**src/rtl/wb_unified_mem_arbiter.sv**
```systemverilog
// Two-to-one Wishbone arbiter that merges the core's instruction and data ports onto one
// unified-memory master, with one arbitration cycle per transfer, a transfer timeout and grant status.
module wb_unified_mem_arbiter #(
  parameter int ADDR_WIDTH     = 32,
  parameter int ARB_MODE       = 0,
  parameter int TIMEOUT_CYCLES = 255
) (
  input  logic                  clk,
  input  logic                  rst_n,
  input  logic [ADDR_WIDTH-1:0] iwb_adr_i,
  input  logic                  iwb_cyc_i,
  input  logic                  iwb_stb_i,
  output logic [31:0]           iwb_dat_o,
  output logic                  iwb_ack_o,
  input  logic [ADDR_WIDTH-1:0] dwb_adr_i,
  input  logic [31:0]           dwb_dat_i,
  input  logic                  dwb_we_i,
  input  logic [3:0]            dwb_sel_i,
  input  logic                  dwb_cyc_i,
  input  logic                  dwb_stb_i,
  output logic [31:0]           dwb_dat_o,
  output logic                  dwb_ack_o,
  output logic                  dwb_err_o,
  output logic [ADDR_WIDTH-1:0] m_adr_o,
  output logic [31:0]           m_dat_o,
  output logic                  m_we_o,
  output logic [3:0]            m_sel_o,
  output logic                  m_cyc_o,
  output logic                  m_stb_o,
  input  logic [31:0]           m_dat_i,
  input  logic                  m_ack_i,
  input  logic                  m_err_i,
  output logic [1:0]            grant_o,
  output logic                  timeout_o
);

  localparam int TW = (TIMEOUT_CYCLES > 1) ? $clog2(TIMEOUT_CYCLES) : 1;
  localparam logic [TW-1:0] TIMER_LIMIT = (TIMEOUT_CYCLES > 0) ? TW'(TIMEOUT_CYCLES - 1) : '0;
  localparam bit TIMEOUT_EN = (TIMEOUT_CYCLES > 0);

  typedef enum logic [1:0] {
    IDLE    = 2'd0,
    GRANT_I = 2'd1,
    GRANT_D = 2'd2
  } state_t;

  state_t        r_state;
  state_t        w_next_state;
  logic [TW-1:0] r_timer;
  logic          r_rr_last_d;
  logic          r_timeout;

  logic w_req_i;
  logic w_req_d;
  logic w_granted;
  logic w_req_x;
  logic w_resp;
  logic w_timeout;
  logic w_done;

  assign w_req_i   = iwb_cyc_i & iwb_stb_i;
  assign w_req_d   = dwb_cyc_i & dwb_stb_i;
  assign w_granted = (r_state == GRANT_I) || (r_state == GRANT_D);
  assign w_req_x   = (r_state == GRANT_I) ? w_req_i :
                     (r_state == GRANT_D) ? w_req_d : 1'b0;
  assign w_resp    = m_ack_i | m_err_i;

  // A real response in the same cycle always beats the timeout; an abandoned request never times out.
  assign w_timeout = TIMEOUT_EN && w_granted && w_req_x && !w_resp && (r_timer == TIMER_LIMIT);
  assign w_done    = w_granted && (w_resp || w_timeout);

  assign grant_o   = {r_state == GRANT_D, r_state == GRANT_I};
  assign timeout_o = r_timeout;

  always_ff @(posedge clk or negedge rst_n) begin
    if (!rst_n) begin
      r_state     <= IDLE;
      r_timer     <= '0;
      r_rr_last_d <= 1'b0;
      r_timeout   <= 1'b0;
    end else begin
      r_state <= w_next_state;
      if (r_state == IDLE) begin
        r_timer <= '0;
      end else if (!w_resp) begin
        r_timer <= r_timer + 1'b1;
      end
      if (w_done) begin
        r_rr_last_d <= (r_state == GRANT_D);
      end
      if (w_timeout) begin
        r_timeout <= 1'b1;
      end
    end
  end

  always_comb begin
    w_next_state = r_state;
    m_adr_o      = '0;
    m_dat_o      = 32'h0;
    m_we_o       = 1'b0;
    m_sel_o      = 4'h0;
    m_cyc_o      = 1'b0;
    m_stb_o      = 1'b0;
    iwb_dat_o    = 32'h0;
    iwb_ack_o    = 1'b0;
    dwb_dat_o    = 32'h0;
    dwb_ack_o    = 1'b0;
    dwb_err_o    = 1'b0;
    case (r_state)
      IDLE: begin
        if (w_req_i && w_req_d) begin
          w_next_state = ((ARB_MODE == 0) || !r_rr_last_d) ? GRANT_D : GRANT_I;
        end else if (w_req_d) begin
          w_next_state = GRANT_D;
        end else if (w_req_i) begin
          w_next_state = GRANT_I;
        end
      end
      GRANT_I: begin
        m_adr_o   = iwb_adr_i;
        m_sel_o   = 4'hF;
        m_cyc_o   = w_req_x & ~w_timeout;
        m_stb_o   = w_req_x & ~w_timeout;
        // The fetch port has no error line: errors and timeouts complete with a zero (illegal) word.
        iwb_ack_o = w_resp | w_timeout;
        iwb_dat_o = (m_err_i | w_timeout) ? 32'h0 : m_dat_i;
        if (w_done || !w_req_x) begin
          w_next_state = IDLE;
        end
      end
      GRANT_D: begin
        m_adr_o   = dwb_adr_i;
        m_dat_o   = dwb_dat_i;
        m_we_o    = dwb_we_i;
        m_sel_o   = dwb_sel_i;
        m_cyc_o   = w_req_x & ~w_timeout;
        m_stb_o   = w_req_x & ~w_timeout;
        dwb_ack_o = m_ack_i & ~m_err_i;
        dwb_err_o = m_err_i | w_timeout;
        dwb_dat_o = m_dat_i;
        if (w_done || !w_req_x) begin
          w_next_state = IDLE;
        end
      end
      default: begin
        w_next_state = IDLE;
      end
    endcase
  end

endmodule

```
**config.mk**
```make
export PLATFORM = sky130hd
export DESIGN_NAME = wb_unified_mem_arbiter
export DESIGN_NICKNAME = d
export VERILOG_FILES = /design/src/rtl/wb_unified_mem_arbiter.sv
export SDC_FILE = /design/constraint.sdc
export NUM_CORES = 1
export LEC_CHECK = 0
export CAP_MARGIN = 30
export CORE_AREA = 2 2 108 110
export DETAILED_ROUTE_END_ITERATION = 8
export DIE_AREA = 0 0 110 112
export GPL_TIMING_DRIVEN = 0
export PLACE_DENSITY_LB_ADDON = 0.05
export SYNTH_ARGS = -nofsm -noshare
export SYNTH_HDL_FRONTEND = slang
export SYNTH_SLANG_ARGS = --single-unit
```
**constraint.sdc**
```tcl
create_clock -name clk -period 2.7 [get_ports clk]
set_clock_uncertainty 0.15 [all_clocks]
set_input_delay 0.675 -clock clk [delete_from_list [all_inputs] [get_ports clk]]
set_output_delay 0.675 -clock clk [all_outputs]
set_load 0.005 [all_outputs]
```
==> metrics, run 1 <==
critical path data arrival time=2.24 ns; total power=3.61 mW; Clock Path Buffers=2; vias per inst=4.34; Worst path max stage delay=0.40 ns; RSZ-0062 raised after global routing=true; reg2reg setup slack=0.67 ns; CTS root buffer=clkbuf_16; CP Max Fanout=5; port bufs=281; Filler Cell Count=1,146; PD cells=670 nW/um2; Avg Cell Area, Syn=6.63 um2; gr ovfl total=0; layout cell share with drive strength beyond 1=23.4%; area of the multi-input gates=1600 um2; Worst Path Buf+Inv=5; RePlAce Congestion=0.873; max-cap viol count=0; Setup crit start=r_state[1]; kind of cell adding the most delay to the critical path=compound AO/OA/AOI/OAI gates; Hold-fix buffers, CTS=0; highest metal used=met4; Synth cell types=31; Worst Setup Path Type=reg2out; Final Cycle Share=114%; gr usage total=19.4%; post-route ant nets=0; post-route setup slack=-0.368 ns; TritonCTS buffer count=3; CP required=1.88 ns; WL per Instance=17.8 um; CTS tree=built; chip width=110 um; post-synthesis instance area=1780 um2; die footprint=12,300 um2; die height=112 um; post-DP HPWL=10,500 um; Lkg Pwr=2.62 nW; min Tclk post-route=3.07 ns; CP endpoint kind=output pin; Synth Register Bits=11; area occupied by registers=275 um2; Final Cell Area=5380 um2; Post-Place Setup Slack=-1.12 ns; H-tree depth=1; antenna violations before repair=0; most frequent cells in the layout=clkdlybuf4s50_1 (154), and2_1 (80), dlygate4sd2_1 (74); Setup crit end=iwb_dat_o[12]; setup_tns=-11.87 ns; WL met3=1230 um; Cell Area, Placed=4770 um2; violated checks=negative setup slack; Sink Count=11; Max Clk Rate=326 MHz; Initial Util=15.9%; number of global-route vias before repair=3,148; largest net degree at the start of global routing=12; total number of vias=3,128; first-pass GRT wire length=18,100 um; worst r2r dst=r_state[1]; fin cells=721; Reg2Reg Launch Point=r_state[1]; slew margin rel.=65.9%; Crit path depth=9; I/O pin cnt=282; final wirelength=12,800 um; Starting DRT DRC Count=121; Seq/Total Area, Yosys=15.5%; row cnt=39; Pins Over Slew Limit=0; met2 wire length=6710 um; DRC errors left=0; Clock Latency Late Sink=0.24 ns; type of origin of the critical path=register; type of the most critical hold path=reg2reg; Mapped Cells=268; Worst-Margin Slew=0.509 ns; fin nets=726; Hold Slack=0.322 ns; 1st-pass router iterations=4; Slowest-stage cell, CP=dfrtp_1; clock slew at the register clock pins of the worst setup and hold paths=0.04 ns; area grow syn2layout=203%; core area=11,200 um2; R2R depth=8; Peak VDD IR=0.267 mV; # setup viols final=44; most common cell after layout, fill and taps aside=clkdlybuf4s50_1; Yosys Warn Count=0; run status=finished, violations left; critical path's most frequent cell=inv_2; DP Cell Count=692; worst path cell trace=inv_2, ha_4, inv_2, a211o_1, o311a_4, clkbuf_8, buf_6, and2_1, buf_2; Synth Net Count=415; Final Util=48.2%; M1 wire length=4750 um; Inserted Diodes=0; number of hold violations in the final report=0
-- flip-flops by register name, summed over array words and instances, names as in the netlist --
name       count
r_state        2
timeout_o      1
r_timer        8
-- metal layers --
layer	GRT usage [%]	vias to the layer above
li1	-	1518
met1	22.1	1444
met2	35.0	155
met3	6.85	11
met4	2.95	0
met5	0	-
-- timing repair --
item                       4_1_cts  5_1_grt
pin swaps                       29        5
cloned                           0        2
buffers inserted                21        5
gates resized for setup        341       55
setup endpoints to repair      138      122
-- final cells by class --
| cell class | count | share of cell area, % |
|---|---|---|
| multi-input combinational | 227 | 29.8 |
| inverter | 5 | 0.349 |
| sequential | 11 | 5.11 |
| timing repair buffer | 309 | 55.3 |
| tap | 143 | 3.32 |
| buffer | 22 | 4.70 |
| clock buffer | 4 | 1.46 |
-- worst min-delay path by stage --
stage / slack, ns / startpoint / cells after the start / end
floorplan: 0.23 / rst_n / 0 / r_state[0]
finish: 0.32 / timeout_o / 1 / timeout_o
global route: 0.35 / timeout_o / 1 / timeout_o
detailed placement: 0.31 / timeout_o / 1 / timeout_o
global placement: 0.32 / timeout_o / 1 / timeout_o
CTS: 0.33 / timeout_o / 1 / timeout_o
-- synth_stat cells --
master / instances / area, um2
buf_1: 3 / 11.3
a211o_1: 1 / 8.76
or2_2: 1 / 6.26
or2_1: 1 / 6.26
nand4_1: 3 / 18.8
xnor2_1: 3 / 26.3
a21oi_1: 7 / 35.0
and3_1: 1 / 6.26
or3_1: 1 / 6.26
o21a_1: 2 / 15.0
a31oi_1: 3 / 18.8
nor3_1: 2 / 10.0
buf_4: 1 / 7.51
clkbuf_1: 21 / 78.8
a211oi_1: 1 / 7.51
ha_1: 6 / 75.1
o21bai_1: 1 / 7.51
nand3_1: 3 / 15.0
nand2_1: 6 / 22.5
dfrtp_1: 11 / 275
and2_1: 97 / 607
nor4_1: 2 / 12.5
a22oi_1: 32 / 240
a21boi_0: 1 / 7.51
a311o_1: 1 / 10.0
nor2_1: 46 / 173
a32o_1: 1 / 10.0
xor2_1: 3 / 26.3
o21ai_0: 1 / 5.00
o311a_1: 1 / 10.0
inv_1: 5 / 18.8
-- report_power, final --
part / internal, mW / total [mW] / switching [mW]
Sequential: 0.186 / 0.211 / 0.0249
Combinational: 1.76 / 3.12 / 1.36
Clock: 0.199 / 0.275 / 0.0762
Total: 2.15 / 3.61 / 1.46
-- cell families after synthesis --
| logic type | share of synthesized area [%] |
|---|---|
| AND/OR/NAND/NOR | 49.7 |
| XOR/XNOR | 2.96 |
| adder cells (fa/ha/maj) | 4.22 |
| AO/OA/AOI/OAI | 21.1 |
| flip-flops | 15.5 |
| buffers and inverters | 6.55 |
No activity file was read; power rests on OpenSTA's default activity.
==> run 2, diff against run 1 <==
--- a/config.mk
+++ b/config.mk
@@ -12,4 +12,5 @@
 export GPL_TIMING_DRIVEN = 0
 export PLACE_DENSITY_LB_ADDON = 0.05
+export SLEW_MARGIN = 30
 export SYNTH_ARGS = -nofsm -noshare
 export SYNTH_HDL_FRONTEND = slang
==> constraint.sdc (replaced) <==
create_clock -name clk -period 2.7 [get_ports clk]
set_clock_uncertainty 0.15 [all_clocks]
set_input_delay 0.54 -clock clk [delete_from_list [all_inputs] [get_ports clk]]
set_output_delay 0.54 -clock clk [all_outputs]
set_load 0.005 [all_outputs]
==> run 2 against run 1 <==
Critical endpoint unchanged. Cell area up 4.9%. Register-to-register slack gained 0.12 ns. The flow still finishes with violations (negative setup slack). Critical path depth is the same. Non-clock buffer count increased by 7.
==> metrics, run 2 (same netlist as run 1, synthesis figures left out) <==
total number of vias=3,146 (+0.58%); worst path cell trace=buf_6, ha_4, a31oi_4, a211o_1, o311a_4, buf_8, buf_6, and2_4, buf_6; slew margin rel.=65.8% (-0.16 points); violated checks=negative setup slack; DRC errors left=0 (unchanged); 1st-pass router iterations=6 (+2); max reg flops=8 (unchanged); Slowest-stage cell, CP=dfrtp_1; Hold-fix buffers, CTS=0 (unchanged); Post-Place Setup Slack=-0.855 ns (+0.270 ns); chip width=110 um (unchanged); CTS root buffer=clkbuf_16; Hold Path Sink=timeout_o; fin nets=733 (+0.96%); reg2reg setup slack=0.79 ns (+0.12 ns); WL per Instance=17.9 um (+0.42%); total power=3.76 mW (+4.4%); gr ovfl total=0 (unchanged); gr usage total=19.6% (+0.20 points); largest net degree at the start of global routing=12 (unchanged); DP Cell Count=692 (unchanged); Sink Count=11 (unchanged); die footprint=12,300 um2 (unchanged); Filler Cell Count=1,097 (-4.3%); post-route ant nets=0 (unchanged); row cnt=39 (unchanged); CTS tree=built; Worst Setup Path Type=reg2out; Largest Register=r_timer; hold wc startpoint=timeout_o; TritonCTS buffer count=3 (unchanged); H-tree depth=1 (unchanged); CP endpoint kind=output pin; most frequent cells in the layout=clkdlybuf4s50_1 (149), dlygate4sd2_1 (70), and2_1 (69); max-cap viol count=0 (unchanged); Peak VDD IR=0.375 mV (+41%); run status=finished, violations left; Lkg Pwr=2.92 nW (+11%); Final Cell Area=5650 um2 (+4.9%); type of origin of the critical path=register; Max Clk Rate=341 MHz (+4.7%); post-route setup slack=-0.231 ns (+0.137 ns); Worst path max stage delay=0.42 ns (+0.02 ns); first-pass GRT wire length=18,200 um (+0.57%); Final Cycle Share=109% (-5.1 points); Final Util=50.5% (+2.4 points); Cell Area, Placed=4770 um2 (unchanged); min Tclk post-route=2.93 ns (-0.137 ns); Starting DRT DRC Count=90 (-26%); final wirelength=13,000 um (+1.5%); Hold Slack=0.324 ns (+0.00180 ns); die height=112 um (unchanged); worst r2r dst=r_state[1]; number of global-route vias before repair=3,163 (+0.48%); R2R depth=7 (-1); layout cell share with drive strength beyond 1=27.4% (+4.0 points); critical path data arrival time=2.24 ns (about the same); core area=11,200 um2 (unchanged); Initial Util=15.9% (unchanged); clock slew at the register clock pins of the worst setup and hold paths=0.04 ns (about the same); number of hold violations in the final report=0 (unchanged); port bufs=281 (unchanged); most common cell after layout, fill and taps aside=clkdlybuf4s50_1; vias per inst=4.32 (-0.53%); CP Max Fanout=5 (unchanged); Worst-Margin Slew=0.512 ns (+0.00243 ns); fin cells=729 (+1.1%); Clock Path Buffers=2 (unchanged); I/O pin cnt=282 (unchanged); type of the most critical hold path=reg2reg; CP required=2.01 ns (+0.13 ns); RePlAce Congestion=0.873 (unchanged); # setup viols final=33 (-25%); hold path cells=1 (unchanged); antenna violations before repair=0 (unchanged); critical path's most frequent cell=buf_6; Pins Over Slew Limit=0 (unchanged); PD cells=667 nW/um2 (-0.45%); post-DP HPWL=10,500 um (unchanged); Reg2Reg Launch Point=r_state[1]; area grow syn2layout=218%; setup_tns=-6.26 ns (+5.62 ns); RSZ-0062 raised after global routing=true; Clock Latency Late Sink=0.24 ns (about the same)
## run 2: changes by cell type in the layout (fill, tap and decap cells not counted), sizes merged
cell,previous run,this run
dlygate4sd2,74,70
buf,67,75
clkbuf,22,20
clkdlybuf4s50,154,149
clkdlybuf4s15,10,6
diode,0,1
dlymetal6s2s,8,22
## run 2: layout make-up
type	count	area, um2	area share (%)
timing repair buffer	315	3110	55.1
multi-input combinational	227	1680	29.7
buffer	23	300	5.32
sequential	11	277	4.90
tap	143	179	3.17
clock buffer	4	78.8	1.40
inverter	5	21.3	0.377
antenna	1	2.50	0.0443
## run 2: how the worst max path moves through the flow
stage	startpoint	endpoint	depth (start not counted)
after floorplan	r_state[0]	iwb_dat_o[10]	7
after global placement	dwb_cyc_i	iwb_dat_o[1]	7
after detailed placement	dwb_stb_i	iwb_dat_o[8]	7
after CTS	r_state[1]	iwb_dat_o[15]	9
after global routing	r_state[1]	iwb_dat_o[9]	9
final	r_state[1]	iwb_dat_o[12]	9
## run 2: repair_timing
action / 4_1_cts / 5_1_grt
pin swaps: 28 / 19
setup endpoints to repair: 138 / 61
setup buffers: 22 / 11
gates cloned: 0 / 1
gates resized for setup: 326 / 96
## run 2: layer usage
| metal | track usage (%) | up-vias | share of wire (%) |
|---|---|---|---|
| li1 | - | 1530 | - |
| met1 | 22.0 | 1455 | 36 |
| met2 | 35.8 | 148 | 53 |
| met3 | 6.85 | 13 | 9.7 |
| met4 | 2.95 | 0 | 1.2 |
| met5 | 0 | - | 0 |
## run 2: power by group
| group | internal (mW) | switching, mW | total [mW] |
|---|---|---|---|
| Sequential | 0.187 | 0.0278 | 0.215 |
| Combinational | 1.88 | 1.40 | 3.27 |
| Clock | 0.199 | 0.0782 | 0.277 |
## run 2: critical path: cells and delay by family (launching register included)
family | cells | cell delay [ns]
adders and majority gates | 1 | 0.13
DFF | 1 | 0.42
buffers and inverters | 4 | 0.51
AOI/OAI and AO/OA | 3 | 0.81
and+or+nand+nor | 1 | 0.13
==> run 3, diff against run 2 <==
PLACE_DENSITY = 0.71   (was unset)
PLACE_DENSITY_LB_ADDON = unset   (was 0.05)
==> run 3 against run 2 <==
The run still ends with negative setup slack left. First-iteration DRC count is 13% lower. Global-route usage is 2.7 points lower. Die area stayed put. Fmax is 1.0% higher. Sequential share of layout area is 0.070 points higher. Sequential power is 6% lower. Critical endpoint is now iwb_dat_o[14]. Largest power group unchanged.
==> metrics, run 3 (same netlist as run 1, synthesis figures left out) <==
run status=finished, violations left; violated checks=negative setup slack; Clock Path Buffers=2 (unchanged); Final Util=49.6% (-0.94 points); 1st-pass router iterations=4 (-2); critical path's most frequent cell=inv_2; chip width=110 um (unchanged); worst path cell trace=inv_2, ha_4, inv_2, a211o_1, o311a_4, clkbuf_8, buf_6, and2_1, buf_2; # setup viols final=33 (unchanged); Peak VDD IR=0.403 mV (+7.5%); CP Max Fanout=7 (+2); Starting DRT DRC Count=78 (-13%); die height=112 um (unchanged); hold path cells=1 (unchanged); max-cap viol count=0 (unchanged); PD cells=679 nW/um2 (+1.8%); Inserted Diodes=0 (-1); Pins Over Slew Limit=0 (unchanged); M1 wire length=4440 um (-5.1%); Clock Latency Late Sink=0.24 ns (about the same); total number of vias=3,196 (+1.6%); Reg2Reg Launch Point=r_state[1]; CTS tree=built; WL met3=1220 um (-3.7%); area grow syn2layout=212%; Sink Count=11 (unchanged); TritonCTS buffer count=3 (unchanged); sequential share of power=5.4% (-0.3 points); post-DP HPWL=9140 um (-13%); Hold Path Sink=timeout_o; total power=3.76 mW (-0.14%); Hold-fix buffers, CTS=0 (unchanged); Largest Register=r_timer; hold wc startpoint=timeout_o; Initial Util=15.9% (unchanged); final wirelength=11,900 um (-8.8%); RSZ-0062 raised after global routing=true; Max Clk Rate=345 MHz (+1.0%); die footprint=12,300 um2 (unchanged); fin nets=731 (-0.27%); Worst Setup Path Type=reg2out; reg2reg setup slack=0.74 ns (-0.05 ns); number of global-route vias before repair=3,263 (+3.2%); kind of cell adding the most delay to the critical path=compound AO/OA/AOI/OAI gates; Slowest-stage cell, CP=o311a_4; Worst-Margin Slew=0.483 ns (-0.0286 ns); row cnt=39 (unchanged); Clock Power Share=7.2% (-0.2 points); clock slew at the register clock pins of the worst setup and hold paths=0.04 ns (about the same); CP endpoint kind=output pin; type of origin of the critical path=register; post-route setup slack=-0.201 ns (+0.0301 ns); P_sw=1.43 mW (-4.4%); port bufs=281 (unchanged); most frequent cells in the layout=clkdlybuf4s50_1 (208), and2_1 (81), nor2_1 (44); min Tclk post-route=2.90 ns (-0.0301 ns); gr ovfl total=0 (unchanged); I/O pin cnt=282 (unchanged); antenna violations before repair=0 (unchanged); most common cell after layout, fill and taps aside=clkdlybuf4s50_1; vias per inst=4.40 (+2.0%); RePlAce Congestion=0.908 (+4.0%); Lkg Pwr=2.76 nW (-5.4%); core area=11,200 um2 (unchanged); Worst path max stage delay=0.38 ns (-0.04 ns); Int Power=2.32 mW (+2.7%); gr usage total=16.9% (-2.7 points); max reg flops=8 (unchanged); met2 wire length=6040 um (-13%); slew margin rel.=67.7% (+1.9 points); combinational fraction of design power=87.4% (+0.5 points); Post-Place Setup Slack=-0.942 ns (-0.0873 ns); highest metal used=met4; first-pass GRT wire length=16,300 um (-10%); R2R depth=8 (+1); CP required=2.01 ns (about the same); WL per Instance=16.4 um (-8.4%); sw frac=38.2% (-1.7 points); CTS root buffer=clkbuf_16; critical path data arrival time=2.21 ns (-0.03 ns); worst r2r dst=r_state[1]; Worst Path Buf+Inv=5 (+1); post-route ant nets=0 (unchanged); Final Cycle Share=107% (-1.1 points); H-tree depth=1 (unchanged); type of the most critical hold path=reg2reg; layout cell share with drive strength beyond 1=22.3% (-5.1 points); number of hold violations in the final report=0 (unchanged); largest net degree at the start of global routing=12 (unchanged); DRC errors left=0 (unchanged)
run 3: changes by cell type in the layout (fill, tap and decap cells not counted), sizes merged:
cell,previous run,this run
dlygate4sd2,70,7
clkdlybuf4s50,149,208
dlymetal6s2s,22,31
buf,75,71
clkdlybuf4s15,6,3
diode,1,0
run 3: how the worst max path moves through the flow:
stage	startpoint	to	slack, ns	cells past startpoint
after detailed placement	dwb_cyc_i	iwb_dat_o[23]	-0.94	7
after floorplan	r_state[0]	iwb_dat_o[10]	0.18	7
after global routing	r_state[1]	iwb_dat_o[12]	-0.28	9
after CTS	r_state[1]	iwb_dat_o[4]	-0.23	9
after global placement	dwb_cyc_i	iwb_dat_o[23]	-0.92	7
final	r_state[1]	iwb_dat_o[14]	-0.20	9
run 3: metal layers:
| metal | vias to the layer above | global-route usage (%) |
|---|---|---|
| li1 | 1524 | - |
| met1 | 1472 | 18.5 |
| met2 | 183 | 32.5 |
| met3 | 17 | 3.45 |
| met4 | 0 | 3.88 |
| met5 | - | 0 |
run 3: worst register-to-register path, delay by kind of cell (launching register included):
family,cells,cell delay [ns]
buf+inv,3,0.45
fa+ha+maj,1,0.16
flops,1,0.37
compound gates,4,0.70
run 3: final cells by class:
cell class                      count  area, um2
Multi-Input combinational cell    227       1580
Sequential cell                    11        275
Clock buffer                        4       78.8
Fill cell                        1052       5630
Tap cell                          143        179
Inverter                            5       18.8
Buffer                             22        226
Timing Repair Buffer              314       3180
run 3: power by group through the flow:
| stage | logic [mW] | registers, mW | clock network (mW) |
|---|---|---|---|
| floorplan | 1.04 | 0.206 | 0 |
| global placement | 2.54 | 0.211 | 0 |
| detailed placement | 2.57 | 0.212 | 0 |
| CTS | 3.02 | 0.202 | 0.275 |
| global route | 3.54 | 0.205 | 0.286 |
| finish | 3.29 | 0.202 | 0.271 |
run 3: through the flow:
step                      setup TNS, ns  hold WS (ns)  cells  instance area, um2
after global placement           -55.12         0.323    692                4770
after floorplan                       0        0.0944    268                1780
after global routing              -7.03         0.366    726                5540
after detailed placement         -58.95         0.319    692                4770
after CTS                         -5.00         0.339    716                5200
final                             -4.67         0.354    726                5540
run 3: repair_timing:
item / in CTS / in global routing
cloned: 2 / 3
buffers inserted: 19 / 10
setup endpoints to repair: 138 / 113
pin swaps: 25 / 4
gates resized for setup: 234 / 85
